--- config.mk ---
export PLATFORM = sky130hd
export DESIGN_NAME = jtframe_mailbox
export DESIGN_NICKNAME = d
export VERILOG_FILES = /design/src/rtl/jtframe_mailbox.sv
export SDC_FILE = /design/constraint.sdc
export NUM_CORES = 1
export LEC_CHECK = 0
export CORE_UTILIZATION = 50
export CTS_BUF_LIST = sky130_fd_sc_hd__clkbuf_2
export DETAILED_ROUTE_END_ITERATION = 10
export PLACE_DENSITY = 0.81
export SETUP_SLACK_MARGIN = 0.15
export SLEW_MARGIN = 10
export SYNTH_ARGS = -nofsm -noshare
export SYNTH_HDL_FRONTEND = slang
export SYNTH_SLANG_ARGS = --single-unit
--- constraint.sdc ---
create_clock -name clk -period 4.06 [get_ports clk]
set_input_delay 0.609 -clock clk [delete_from_list [all_inputs] [get_ports clk]]
set_output_delay 0.609 -clock clk [all_outputs]
set_load 0.01 [all_outputs]
--- src/rtl/jtframe_mailbox.sv ---
// Bidirectional host/sub mailbox. Each direction is either a FIFO or a legacy single latch.
// All strobes are qualified by cen and can optionally fire on their rising edge only.
module jtframe_mailbox_q #(
  parameter int DW   = 8,
  parameter int AW   = 2,
  parameter int MODE = 1
) (
  input  logic          clk,
  input  logic          rst_n,
  input  logic          clr,
  input  logic          push,
  input  logic          pop,
  input  logic [DW-1:0] din,
  output logic [DW-1:0] dout,
  output logic          pend,
  output logic          full,
  output logic          ovf,
  output logic          unf
);

  if (MODE != 0) begin : g_fifo
    localparam int DEPTH = 1 << AW;
    localparam logic [AW-1:0] PTR_ONE = AW'(1);

    logic [DW-1:0] mem_q [DEPTH];
    logic [AW-1:0] wptr_q, wptr_d, rptr_q, rptr_d, rptr_inc;
    logic [AW:0]   cnt_q, cnt_d;
    logic [DW-1:0] dout_q, dout_d;
    logic          ovf_q, ovf_d, unf_q, unf_d;
    logic          empty, do_push, do_pop;

    always_comb begin
      empty    = (cnt_q == '0);
      do_pop   = pop & ~empty;
      // A pop frees a slot in the same cycle, so a push into a full queue still lands.
      do_push  = push & (~cnt_q[AW] | do_pop);
      rptr_inc = rptr_q + PTR_ONE;
      wptr_d   = wptr_q;
      rptr_d   = rptr_q;
      cnt_d    = cnt_q;
      dout_d   = dout_q;
      ovf_d    = ovf_q;
      unf_d    = unf_q;
      if (clr) begin
        wptr_d = '0;
        rptr_d = '0;
        cnt_d  = '0;
        ovf_d  = 1'b0;
        unf_d  = 1'b0;
      end else begin
        if (do_push) wptr_d = wptr_q + PTR_ONE;
        if (do_pop)  rptr_d = rptr_inc;
        cnt_d = cnt_q + (AW+1)'(do_push) - (AW+1)'(do_pop);
        if (push && !do_push) ovf_d = 1'b1;
        if (pop && empty)     unf_d = 1'b1;
        // New head comes from memory, or bypasses din when the queue is empty after the pop.
        if (do_pop && cnt_q > (AW+1)'(1))
          dout_d = mem_q[rptr_inc];
        else if (do_push && cnt_q == (AW+1)'(do_pop))
          dout_d = din;
      end
    end

    always_ff @(posedge clk) begin
      if (do_push && !clr) mem_q[wptr_q] <= din;
    end

    always_ff @(posedge clk or negedge rst_n) begin
      if (!rst_n) begin
        wptr_q <= '0;
        rptr_q <= '0;
        cnt_q  <= '0;
        dout_q <= '0;
        ovf_q  <= 1'b0;
        unf_q  <= 1'b0;
      end else begin
        wptr_q <= wptr_d;
        rptr_q <= rptr_d;
        cnt_q  <= cnt_d;
        dout_q <= dout_d;
        ovf_q  <= ovf_d;
        unf_q  <= unf_d;
      end
    end

    assign dout = dout_q;
    assign pend = ~empty;
    assign full = cnt_q[AW];
    assign ovf  = ovf_q;
    assign unf  = unf_q;
  end else begin : g_latch
    logic [DW-1:0] dout_q;
    logic          pend_q, unf_q;

    always_ff @(posedge clk or negedge rst_n) begin
      if (!rst_n) begin
        dout_q <= '0;
        pend_q <= 1'b0;
        unf_q  <= 1'b0;
      end else if (clr) begin
        pend_q <= 1'b0;
        unf_q  <= 1'b0;
      end else begin
        if (push) begin
          dout_q <= din;
          pend_q <= 1'b1;
        end else if (pop) begin
          pend_q <= 1'b0;
        end
        if (pop && !pend_q) unf_q <= 1'b1;
      end
    end

    assign dout = dout_q;
    assign pend = pend_q;
    assign full = pend_q;
    assign ovf  = 1'b0;
    assign unf  = unf_q;
  end

endmodule

module jtframe_mailbox #(
  parameter int DW   = 8,
  parameter int AW   = 2,
  parameter int MODE = 1,
  parameter int EDGE = 1
) (
  input  logic          clk,
  input  logic          rst_n,
  input  logic          cen,
  input  logic          host_wr,
  input  logic          host_rd,
  input  logic          host_clr,
  input  logic [DW-1:0] host_din,
  output logic [DW-1:0] host_dout,
  input  logic          sub_wr,
  input  logic          sub_rd,
  input  logic [DW-1:0] sub_din,
  output logic [DW-1:0] sub_dout,
  output logic          h2s_pend,
  output logic          s2h_pend,
  output logic          h2s_full,
  output logic          s2h_full,
  output logic [1:0]    ovf,
  output logic [1:0]    unf
);

  logic [4:0] stb, prev_q, ev;

  assign stb = {host_clr, sub_rd, sub_wr, host_rd, host_wr};

  // Edge history resets high so a strobe held across reset release is not taken as an edge.
  always_ff @(posedge clk or negedge rst_n) begin
    if (!rst_n)   prev_q <= '1;
    else if (cen) prev_q <= stb;
  end

  assign ev = (EDGE != 0) ? (stb & ~prev_q & {5{cen}}) : (stb & {5{cen}});

  jtframe_mailbox_q #(.DW(DW), .AW(AW), .MODE(MODE)) u_h2s (
    .clk   (clk),
    .rst_n (rst_n),
    .clr   (ev[4]),
    .push  (ev[0]),
    .pop   (ev[3]),
    .din   (host_din),
    .dout  (sub_dout),
    .pend  (h2s_pend),
    .full  (h2s_full),
    .ovf   (ovf[0]),
    .unf   (unf[0])
  );

  jtframe_mailbox_q #(.DW(DW), .AW(AW), .MODE(MODE)) u_s2h (
    .clk   (clk),
    .rst_n (rst_n),
    .clr   (ev[4]),
    .push  (ev[2]),
    .pop   (ev[1]),
    .din   (sub_din),
    .dout  (host_dout),
    .pend  (s2h_pend),
    .full  (s2h_full),
    .ovf   (ovf[1]),
    .unf   (unf[1])
  );

endmodule

==> results.py <==
metrics = {
    "run_status": {
        "status": "finished clean",
    },
    "timing": {
        "worst_slack_ps": 1360,
        "rsz0062_at_grt": "no",
        "fin_crit_sh_pct": 66.51,
        "fin_hold_ws_ps": 150.3,
        "tns_ps": 0,
        "finalSetupViolCount": 0,
        "tightestPinTransition_ps": 927.1,
        "finalHoldViolations": 0,
        "fmax_mhz": 370.3,
        "fin_skew_ps": 31.99,
        "relSlewSlack_pct": 38.20,
        "period_needed_ps": 2700,
        "drv_slew": 0,
    },
    "synth": {
        "synth_cells": 266,
        "ys_types": 44,
        "avgSynthCellArea_um2": 16.96,
        "yosysTopAreaCell": "edfxtp_1",
        "synth-seq-area-share_pct": 64.36,
        "ys_warn_count": 0,
        "synth-edff-count": 64,
        "ys_seq_elements": 103,
        "yosysTopAreaCellShare_pct": 42.60,
        "synth_area_um2": 4512,
        "synth_flop_cell": "edfxtp_1",
        "synthArstFlopShare_pct": 37.86,
        "syn_nets": 306,
        "synth.area.top_cells": "edfxtp_1 (43%), dfrtp_1 (19%), mux4_2 (8.0%), mux2_2 (5.0%), mux2_1 (4.2%)",
    },
    "clocking": {
        "clk_pin_slew_worst_paths_ps": 290,
        "cts_buffers": 9,
        "cts_tree": "done",
        "postCtsHoldBufs": 0,
        "cts.sinks": 103,
        "post_cts_resized": 0,
        "ctsLongestPathBuffers": 2,
        "postCtsSetupBuffers": 0,
        "h-tree-depth": 3,
        "worstSkewPairLatency_ps": 540,
        "root_buffer": "clkbuf_2",
    },
    "global_route": {
        "antenna_found_initial": 0,
        "grt_max_degree": 40,
        "overflow": 0,
        "grt_pass1_wl_mm": 12.71,
        "grt_pass1_vias": 2474,
        "grt_usage_pct": 17.79,
    },
    "place": {
        "gp_congestion": 0.7093,
        "io_buffers": 47,
        "dpl.hpwl_mm": 5.168,
        "dp_worst_setup_slack_ps": 760.7,
    },
    "route": {
        "antenna_left": 0,
        "drc_errors": 0,
        "routed-via-count": 2359,
        "met3_length_um": 340,
        "wl_met1_mm": 3.397,
        "routed_wl_mm": 7.526,
        "drtIter0Drc": 100,
        "viasPerCell": 5.564,
        "routed.top_layer": "met4",
        "wl_per_cell_um": 17.75,
        "firstDrtPassIters": 6,
        "dr_wl_met2_mm": 3.684,
    },
    "die": {
        "rows": 34,
        "core-area_um2": 8721,
        "die_w_um": 96.99,
        "initial_core_util_pct": 51.74,
        "dieArea_um2": 9407,
        "pin_count": 48,
        "die_y_um": 96.99,
    },
    "min_path": {
        "hp-class": "primary input to asynchronous set/reset pin",
    },
    "pwr": {
        "power.internal_mw": 2.014,
        "p_sw_share_pct": 31.57,
        "p_clk_share_pct": 16.4,
        "power_frac_comb_pct": 32.2,
        "net-switching-power_mw": 0.9291,
        "cellPowerDensity_nw_per_um2": 570.7,
        "leakagePower_nw": 1.930,
        "peakVddDrop_uv": 321.9,
        "p_seq_share_pct": 51.4,
    },
    "worst_setup_path": {
        "cp_num_cells": 3,
        "cp-startpoint": "u_s2h.g_fifo.cnt_q[2]",
        "crit_buf_inv": 2,
        "r2r_start": "u_h2s.g_fifo.cnt_q[2]",
        "crit_path_end": "s2h_pend",
        "r2r_end": "u_h2s.dout[0]",
        "reg2reg_slack_ps": 1660,
        "arrival_ps": 2090,
        "critPathSlowestCell": "dfrtp_1",
        "rr_worst_depth": 6,
        "crit_chain": "nor3_1 -> inv_1 -> clkdlybuf4s50_1",
        "crit_required_ps": 3450,
        "critical_path_class": "flop to output port",
        "cpPeakStageDelay_ps": 540,
        "end_kind": "output port",
        "cpLargestDelayFamily": "buffers and inverters",
        "path_max_fanout": 6,
        "start_kind": "flop",
    },
    "cells_and_area": {
        "area_growth_pct": 14.31,
        "nets": 352,
        "final_cell_mix": "edfxtp_1 (64), clkdlybuf4s50_1 (46), dfrtp_1 (34)",
        "fillers": 675,
        "drive_above_1_share_pct": 21.20,
        "final_common_cell": "edfxtp_1",
        "diodes": 0,
    },
    "run": {
        "cap_violations": 0,
    },
}
==> cells in the mapped netlist (2+ instances only) <==
| master | count |
|---|---|
| dfrtp_1 | 34 |
| mux2i_1 | 2 |
| a21oi_1 | 4 |
| and3b_1 | 4 |
| buf_4 | 4 |
| mux2_1 | 17 |
| xnor2_1 | 4 |
| nor2_1 | 16 |
| clkbuf_1 | 4 |
| dfstp_2 | 5 |
| buf_2 | 2 |
| fa_1 | 2 |
| nand3b_1 | 2 |
| edfxtp_1 | 64 |
| mux4_2 | 16 |
| mux2_2 | 20 |
| xor2_1 | 3 |
| inv_1 | 13 |
| and3_1 | 8 |
| and2_1 | 3 |
| nand3_1 | 2 |
| nand2b_1 | 2 |
| ha_1 | 14 |
==> power by group through the flow <==
| stage | logic, mW | registers, mW | clock network (mW) |
|---|---|---|---|
| after floorplan | 0.631 | 1.48 | 0 |
| after global placement | 0.926 | 1.53 | 0 |
| after detailed placement | 0.958 | 1.54 | 0 |
| after CTS | 0.966 | 1.52 | 0.503 |
| after global routing | 1.05 | 1.56 | 0.535 |
| final | 0.947 | 1.51 | 0.483 |
==> kinds of logic (layout without fill, tap and decap cells) <==
family / Yosys count / count (layout) / synth area share (%)
buffers and inverters: 26 / 76 / 2.718
AO/OA/AOI/OAI: 14 / 14 / 2.857
flip-flops: 103 / 103 / 64.37
AND/OR/NAND/NOR: 45 / 45 / 6.267
multiplexers: 55 / 55 / 17.67
adder cells (fa/ha/maj): 16 / 16 / 4.770
XOR/XNOR: 7 / 7 / 1.359
==> area by class of cell <==
cell class	instances	area, um2	share of cell area [%]
clock buffers	9	45.04	0.8734
clock inverters	6	70.07	1.359
inverters	14	52.55	1.019
multi-input cells	137	1485	28.80
flip-flops and latches	103	2904	56.31
well taps	108	135.1	2.620
repair buffers	47	465.4	9.025
==> state kept, by name (all words and copies together) (netlist names) <==
name	flops
u_h2s.dout	8
prev_q	5
u_s2h.g_fifo.mem_q	32
u_h2s.unf	1
u_s2h.unf	1
u_s2h.g_fifo.rptr_q	2
u_h2s.g_fifo.rptr_q	2
u_s2h.g_fifo.cnt_q	3
u_h2s.ovf	1
u_s2h.g_fifo.wptr_q	2
u_h2s.g_fifo.cnt_q	3
u_h2s.g_fifo.wptr_q	2
u_s2h.ovf	1
u_s2h.dout	8
u_h2s.g_fifo.mem_q	32
==> per-stage QoR <==
stage | instance area [um2] | power, mW | util (%) | cells
after floorplan | 4512 | 2.109 | - | 266
after global placement | 5042 | 2.461 | 57.82 | 409
after detailed placement | 5042 | 2.503 | 57.82 | 409
after CTS | 5157 | 2.990 | 59.14 | 424
after global routing | 5157 | 3.138 | 59.14 | 424
final | 5157 | 2.943 | 59.14 | 424
==> worst min path at each step <==
| stage | slack [ps] | depth (start not counted) | to |
|---|---|---|---|
| global placement | 470 | 1 | u_s2h.dout[0] |
| floorplan | 310 | 0 | u_h2s.dout[0] |
| global route | 160 | 1 | u_s2h.dout[7] |
| CTS | 150 | 1 | u_s2h.dout[0] |
| finish | 150 | 1 | u_s2h.dout[7] |
| detailed placement | 480 | 1 | u_s2h.dout[7] |
==> metal layers <==
layer / track usage (%) / vias up
met1: 24.01 / 1197
met4: 7.348 / 0
met2: 28.60 / 70
li1: - / 1083
met3: 3.324 / 9
met5: 0 / -
Power figures use the tool's default switching activity.
